--- src/rtl/mouse_transmitter.sv ---
// PS/2 host-to-device transmitter: inhibits the mouse clock, issues a request-to-send
// and shifts one command byte out on the device's clock, reporting done or error.
module mouse_transmitter #(
    parameter int INHIBIT_CYCLES = 6000,
    parameter int TIMEOUT_CYCLES = 1000000
) (
    input  logic       CLK,
    input  logic       RESET,
    input  logic       CLK_MOUSE_IN,
    output logic       CLK_MOUSE_OUT_EN,
    input  logic       DATA_MOUSE_IN,
    output logic       DATA_MOUSE_OUT_EN,
    input  logic       SEND_BYTE,
    input  logic [7:0] BYTE_TO_SEND,
    output logic       BUSY,
    output logic       BYTE_SENT,
    output logic       ERROR
);

    localparam int CNT_MAX = (INHIBIT_CYCLES > TIMEOUT_CYCLES) ? INHIBIT_CYCLES : TIMEOUT_CYCLES;
    localparam int CNT_W   = $clog2(CNT_MAX + 1);
    localparam logic [CNT_W-1:0] INHIBIT_LAST = CNT_W'(INHIBIT_CYCLES - 1);
    localparam logic [CNT_W-1:0] TIMEOUT_LAST = CNT_W'(TIMEOUT_CYCLES - 1);

    typedef enum logic [2:0] {
        IDLE,
        INHIBIT,
        REQ,
        SEND,
        WAIT_ACK,
        WAIT_IDLE
    } state_t;

    state_t           state_q, state_d;
    logic [CNT_W-1:0] cnt_q, cnt_d;
    logic [3:0]       bit_idx_q, bit_idx_d;
    logic [9:0]       shift_q, shift_d;
    logic             clk_en_q, clk_en_d;
    logic             data_en_q, data_en_d;
    logic             sent_q, sent_d;
    logic             error_q, error_d;

    logic clk_meta, clk_sync, clk_prev;
    logic data_meta, data_sync;
    logic clk_fall;
    logic timeout;

    // Synchronisers come out of reset at the idle (high) line level so that
    // reset itself never looks like a clock fall.
    always_ff @(posedge CLK) begin
        if (RESET) begin
            clk_meta  <= 1'b1;
            clk_sync  <= 1'b1;
            clk_prev  <= 1'b1;
            data_meta <= 1'b1;
            data_sync <= 1'b1;
        end else begin
            // NOTE: non-blocking assignments let each flop sample the previous
            // stage's old value, which is what makes this a real shift chain.
            clk_meta  <= CLK_MOUSE_IN;
            clk_sync  <= clk_meta;
            clk_prev  <= clk_sync;
            data_meta <= DATA_MOUSE_IN;
            data_sync <= data_meta;
        end
    end

    assign clk_fall = clk_prev & ~clk_sync;
    assign timeout  = (cnt_q == TIMEOUT_LAST);

    always_comb begin
        // NOTE: every variable gets its hold/default value first, so no path
        // through the case below can leave one unassigned and infer a latch.
        state_d   = state_q;
        cnt_d     = cnt_q;
        bit_idx_d = bit_idx_q;
        shift_d   = shift_q;
        clk_en_d  = clk_en_q;
        data_en_d = data_en_q;
        sent_d    = 1'b0;
        error_d   = 1'b0;

        case (state_q)
            IDLE: begin
                clk_en_d  = 1'b0;
                data_en_d = 1'b0;
                if (SEND_BYTE) begin
                    shift_d   = {1'b1, ~^BYTE_TO_SEND, BYTE_TO_SEND};
                    cnt_d     = '0;
                    bit_idx_d = '0;
                    clk_en_d  = 1'b1;
                    state_d   = INHIBIT;
                end
            end
            INHIBIT: begin
                if (cnt_q == INHIBIT_LAST) begin
                    data_en_d = 1'b1;
                    state_d   = REQ;
                end else begin
                    cnt_d = cnt_q + 1'b1;
                end
            end
            REQ: begin
                clk_en_d = 1'b0;
                cnt_d    = '0;
                state_d  = SEND;
            end
            SEND, WAIT_ACK, WAIT_IDLE: begin
                if (timeout) begin
                    error_d   = 1'b1;
                    clk_en_d  = 1'b0;
                    data_en_d = 1'b0;
                    state_d   = IDLE;
                end else begin
                    cnt_d = cnt_q + 1'b1;
                    if (state_q == SEND) begin
                        if (clk_fall) begin
                            data_en_d = ~shift_q[bit_idx_q];
                            bit_idx_d = bit_idx_q + 4'd1;
                            if (bit_idx_q == 4'd9)
                                state_d = WAIT_ACK;
                        end
                    end else if (state_q == WAIT_ACK) begin
                        if (clk_fall) begin
                            if (!data_sync) begin
                                state_d = WAIT_IDLE;
                            end else begin
                                error_d = 1'b1;
                                state_d = IDLE;
                            end
                        end
                    end else if (clk_sync && data_sync) begin
                        sent_d  = 1'b1;
                        state_d = IDLE;
                    end
                end
            end
            default: begin
                clk_en_d  = 1'b0;
                data_en_d = 1'b0;
                state_d   = IDLE;
            end
        endcase
    end

    always_ff @(posedge CLK) begin
        if (RESET) begin
            state_q   <= IDLE;
            cnt_q     <= '0;
            bit_idx_q <= '0;
            shift_q   <= '0;
            clk_en_q  <= 1'b0;
            data_en_q <= 1'b0;
            sent_q    <= 1'b0;
            error_q   <= 1'b0;
        end else begin
            state_q   <= state_d;
            cnt_q     <= cnt_d;
            bit_idx_q <= bit_idx_d;
            shift_q   <= shift_d;
            clk_en_q  <= clk_en_d;
            data_en_q <= data_en_d;
            sent_q    <= sent_d;
            error_q   <= error_d;
        end
    end

    assign CLK_MOUSE_OUT_EN  = clk_en_q;
    assign DATA_MOUSE_OUT_EN = data_en_q;
    assign BUSY              = (state_q != IDLE);
    assign BYTE_SENT         = sent_q;
    assign ERROR             = error_q;

endmodule

--- config.mk ---
export PLATFORM = sky130hd
export DESIGN_NAME = mouse_transmitter
export DESIGN_NICKNAME = d
export VERILOG_FILES = /design/src/rtl/mouse_transmitter.sv
export SDC_FILE = /design/constraint.sdc
export NUM_CORES = 1
export LEC_CHECK = 0
export ABC_AREA = 1
export BUFFER_PORTS_ARGS = -buffer_cell sky130_fd_sc_hd__buf_4
export CAP_MARGIN = 20
export CORE_MARGIN = 5
export CORE_UTILIZATION = 30
export DETAILED_ROUTE_END_ITERATION = 10
export GPL_ROUTABILITY_DRIVEN = 1
export GPL_TIMING_DRIVEN = 0
export PLACE_DENSITY_LB_ADDON = 0.08
export SLEW_MARGIN = 10
export SYNTH_ARGS = -nofsm -noshare
export SYNTH_HDL_FRONTEND = slang
export SYNTH_SLANG_ARGS = --single-unit
--- constraint.sdc ---
create_clock -name CLK -period 1.5 [get_ports CLK]
set_input_delay 0.075 -clock CLK [delete_from_list [all_inputs] [get_ports CLK]]
set_output_delay 0.075 -clock CLK [all_outputs]
set_load 0.02 [all_outputs]
### Word-level counts from Yosys, hierarchy flattened

Cells that the tools add are included.

| word-level totals | value |
|---|---|
| output and inout port bits | 5 |
| flip-flop bits (word level) | 46 |
| input port bits | 13 |
| word-level logic and storage cells | 94 |

| operators by class | value |
|---|---|
| bitwise gates (word level) | 6 |
| eq/ne operators | 21 |
| add/sub/neg operators | 2 |
| reductions and logical operators | 15 |
| mux-type cells | 36 |
| magnitude comparators | 1 |

Operator list:

| cell | number |
|---|---|
| 20-bit case mux with 4 select lines | 1 |
| 20-bit two-way mux | 3 |
| 3-bit two-way mux | 10 |
| 20-bit by 1-bit adder with 20-bit output (second input constant) | 1 |
| 20-bit by 13-bit equality test with 1-bit output (second input constant) | 1 |
| 20-bit equality test (second input constant) | 1 |
| 4-bit two-way mux | 4 |
| 2-bit != test (second input constant) | 7 |
| 1-bit two-way mux | 13 |
| 4-bit != test (second input constant) | 3 |
| 3-bit case mux with 4 select lines | 1 |
| 4-bit case mux with 2 select lines | 1 |
| 4-bit AND reduction | 2 |
| 8-bit XNOR reduction | 1 |
| 3-bit by 2-bit equality test with 1-bit output (second input constant) | 2 |
| 3-bit equality test (second input constant) | 2 |
| 3-bit != test (second input constant) | 2 |
| 1-bit case mux with 3 select lines | 2 |
| 6-bit AND reduction | 1 |
| 4-bit by 5-bit < comparator with 1-bit output (second input constant) | 1 |
| 5-bit != test (second input constant) | 1 |
| 1-bit inverter | 5 |
| 5-bit AND reduction | 1 |
| 5-bit OR reduction | 1 |
| 13 further kinds | 14 |

### Logic depth before layout (Yosys ltp)

| logic depth | value |
|---|---|
| depth in word-level cells | 7 |
| mapped depth | 13 |
| gate-level depth less buffers | 12 |

### Least setup slack after synthesis

No wires, ideal clock.

| timing | value |
|---|---|
| path type | reg-to-reg |
| start point | reg cnt_q[0] |
| end point | reg bit_idx_q[1] |
| required time | 1.382 ns |
| setup time | 0.118 ns |
| path buffers | 1 |
| period minus slack after synthesis | 1.677 ns |
| data arrival time | 1.560 ns |
| setup slack | -0.177 ns |
| cell stages (with the launch flop) | 12 |
| path through | dfxtp_1 > ha_1 > nand3_1 > nor2_1 > nand4_1 > nand2_2 > buf_6 > inv_2 > nand2_4 > inv_1 > nand3b_1 > o21ai_1 |

| between the ends | value |
|---|---|
| cells in the longest elaborated chain, start to end | 3 |

RTL lines:

| item | RTL line | source |
|---|---|---|
| start: declaration | 35 | `logic [CNT_W-1:0] cnt_q, cnt_d;` |
| start signal: assignment | 158 | `cnt_q <= cnt_d;` |
| 20-bit equality test | 69 | `assign timeout = (cnt_q == TIMEOUT_LAST);` |
| 2-bit != test (no line) | n/a |  |
| 5-bit AND reduction (no line) | n/a |  |
| end signal: assignment | 159 | `bit_idx_q <= bit_idx_d;` |
| end: declaration | 36 | `logic [3:0] bit_idx_q, bit_idx_d;` |

Every way passes these cells.
A chain may end at the register's enable or synchronous reset.

### Worst setup path after layout

| timing | value |
|---|---|
| start point | reg cnt_q[0] |
| end point | reg cnt_q[16] |

| between the ends | value |
|---|---|
| cells in the longest elaborated chain, start to end | 3 |
| elaborated cells between the ends (all ways) | 9 |
| those cells by class | add/sub (1); eq/ne (4); mux (3); reduce/logical (1) |

RTL lines:

| item | RTL line | source |
|---|---|---|
| 20-bit by 1-bit adder with 20-bit output, or another cell as far along | 100, 115 |  |
| 20-bit two-way mux, or another cell as far along | 109 | `if (timeout) begin` |
| 20-bit case mux with 4 select lines or 4-bit AND reduction (tied branches) | n/a |  |

Several ways; a longest one is shown, not always the timed one. The select of a mux whose other input is x is not followed.

==> flow_summary.yaml <==
final_layout:
  num-fill-cells: 1000
  area.growth.synth_to_final_pct: 34.6
  diodes: 0
  num-nets-final: 529
  fin_cells: 643
  drive_gt1_frac: 0.317
global_route:
  grt_max_degree: 15
  antenna_found_initial: 0
  grt_usage: 0.159
  grt_pass1_vias: 2885
  overflow: 0
  grt_pass1_wl_um: 14700
placed_design:
  hpwl_um: 6350
  place_congestion: 0.866
  dp.cells: 611
  port_buffers: 17
power:
  p_comb_frac: 0.457
  p_seq_frac: 0.335
  vdd_drop_max_mv: 0.581
  p_sw_frac: 0.410
  power_density_nw_per_um2: 1200
  p_sw_w: 0.00192
  p_clk_frac: 0.208
  p_int_w: 0.00276
  p_leak_nw: 1.52
sta:
  finalSetupViolCount: 30
  hold_ws_ns: 0.0413
  period_minus_slack_ns: 1.66
  worst_slack_ns: -0.160
  final-max-slew-violation-count: 0
  rsz0062_at_grt: "true"
  timing.final.crit_share: 1.11
  setup_tns_ns: -2.89
  tightest_slew_ns: 0.655
  max_freq_mhz: 602
  hold_viol_final: 0
  finalClockSkew_ns: 0.0172
  relSlewSlack: 0.563
die:
  num_rows: 35
  core-area_um2: 9330
  num_io_pins: 18
  fp.dieW_um: 108
  initial_utilization: 0.309
  die_h_um: 108
  die_area_um2: 11700
synth:
  yosys_warnings: 0
  synth-async-reset-ratio: 0
  yosysTopAreaCellShare: 0.319
  synthTopCellsByArea: "dfxtp_1, nand2_1, nor2_1, inv_1, a21oi_1"
  synthesis.nets: 481
  ys_top_cells_by_count: "nand2_1, nor2_1, inv_1, dfxtp_1"
  synth_area_um2: 2890
  syn_avg_cell_area_um2: 6.20
  ys_types: 29
  synth_edf_count: 0
  ys_seq_area_frac: 0.319
  yosysTopAreaCell: "dfxtp_1"
  syn_inst: 465
  synthFlopType: "dfxtp_1"
  yosysMostFrequentCell: "nand2_1"
  synth.ff_latch_count: 46
hold_path:
  hp-class: "input pin to flop"
route:
  viasPerCell: 4.76
  avgRoutedWirePerCell_um: 13.7
  wl_um: 8780
  first_pass_iters: 5
  drc: 0
  first_iter_violations: 149
  via_count: 3063
  ant_nets: 0
clocking:
  cts_tree: "built"
  cts.sinks: 46
  cts_root_buf: "clkbuf_8"
  path_clk_slew_ns: 0.10
  htreeDepth: 2
  clk_latency_ns: 0.32
  max-clock-path-buffers: 2
  numCtsBuffers: 5
status:
  violations: "negative setup slack"
  outcome: "finished, violations left"
setup_path:
  arrival_ns: 1.89
  critPathMaxFanout: 5
  cp.required_ns: 1.73
  critPathLaunchType: "flop"
  setup.worst_path.end_class: "flop"
  crit_type: "flop to flop"
flow_run:
  drv_cap: 0
logic make-up after synthesis:
| logic type | Yosys count | share of synthesized area |
|---|---|---|
| compound gates | 73 | 0.128 |
| xor+xnor | 17 | 0.0516 |
| fa+ha+maj | 3 | 0.0130 |
| buf+inv | 70 | 0.105 |
| flops | 46 | 0.319 |
| simple gates | 256 | 0.383 |
through the flow:
step | total power [W] | area (um^2) | setup slack [ns] | utilization
CTS | 0.00456 | 3720 | -0.124 | 0.399
finish | 0.00468 | 3880 | -0.160 | 0.416
floorplan | 0.00266 | 2910 | 0.000402 | -
detailed placement | 0.00315 | 3200 | -0.362 | 0.343
global route | 0.00503 | 3880 | -0.219 | 0.416
global placement | 0.00315 | 3200 | -0.378 | 0.343
metal layers:
layer	share of wire	GRT usage	vias to the layer above
li1	-	-	1577
met5	0	0	-
met3	0.032	0.0310	9
met2	0.46	0.259	48
met4	0.0091	0.0316	0
met1	0.50	0.218	1429
state kept, by name, summed over array words and instances, names as in the netlist:
| name | flops |
|---|---|
| data_sync | 1 |
| state_q | 3 |
| clk_sync | 1 |
| CLK_MOUSE_OUT_EN | 1 |
| BYTE_SENT | 1 |
| clk_prev | 1 |
| clk_meta | 1 |
| DATA_MOUSE_OUT_EN | 1 |
| data_meta | 1 |
| cnt_q | 20 |
| shift_q | 10 |
| ERROR | 1 |
| bit_idx_q | 4 |
cells in the final DEF (no fill, tap or decap), types with 3 or more instances in the layout:
cell type,n
nand2_4,3
dfxtp_2,13
inv_1,44
nand4_1,9
xor2_1,10
nand2_1,90
or2_2,7
nand3_1,31
buf_6,8
nor2_4,10
o21ai_0,16
clkbuf_8,6
o21ai_1,11
nand3_2,5
dfxtp_1,27
nand2_2,23
clkbuf_1,5
xnor2_1,7
buf_4,33
a21oi_2,8
o21ai_2,6
nor2_1,61
nor3_1,3
dfxtp_4,6
nor2_2,8
a21oi_1,30
inv_2,9
worst max-delay path, stage by stage (launching register included):
cell and delay [ns]:
dfxtp_4 0.38, ha_4 0.19, nand3_4 0.12, nor2_4 0.06, nand4_1 0.09, nand2_2 0.08
buf_6 0.12, nor2_4 0.19, buf_6 0.18, nand2_2 0.06, a21oi_1 0.10
final cells by class:
class	count	area, um^2	share of cell area
Clock buffer	6	72.6	0.0187
Inverter	54	205	0.0528
Tap cell	129	161	0.0416
Timing Repair Buffer	42	368	0.0947
Sequential cell	46	960	0.247
Multi-Input combinational cell	349	1940	0.500
Buffer	15	139	0.0358
Clock inverter	2	37.5	0.00966
what timing repair did:
| action | 4_1_cts | 5_1_grt |
|---|---|---|
| gates cloned | 2 | 0 |
| hold buffers | 2 | 0 |
| pin swaps | 29 | 7 |
| setup endpoints to repair | 38 | 38 |
| endpoints found under the hold margin | 2 | 0 |
| setup buffers | 17 | 4 |
| gates resized for setup | 78 | 55 |
path summary, 6_finish.rpt:
kind                            depth (start not counted)                      end             startpoint  slack [ns]
worst max-delay path                                   10   cnt_q[16]$_SDFFE_PP0P_  cnt_q[0]$_SDFFE_PP0P_       -0.16
worst min-delay path                                    3  shift_q[7]$_SDFFE_PP0P_        BYTE_TO_SEND[7]        0.04
worst max register to register                         10   cnt_q[16]$_SDFFE_PP0P_  cnt_q[0]$_SDFFE_PP0P_       -0.16
worst min register to register                          1      clk_sync$_SDFF_PP1_    clk_meta$_SDFF_PP1_        0.42
power by group through the flow:
stage / combinational, W / clock [W] / sequential (W)
6_report: 0.00214 / 0.000972 / 0.00157
5_1_grt: 0.00236 / 0.00106 / 0.00160
2_1_floorplan: 0.00108 / 0 / 0.00158
3_3_place_gp: 0.00156 / 0 / 0.00158
3_5_place_dp: 0.00157 / 0 / 0.00158
4_1_cts: 0.00199 / 0.00101 / 0.00156
(Power assumes the default switching activity.)
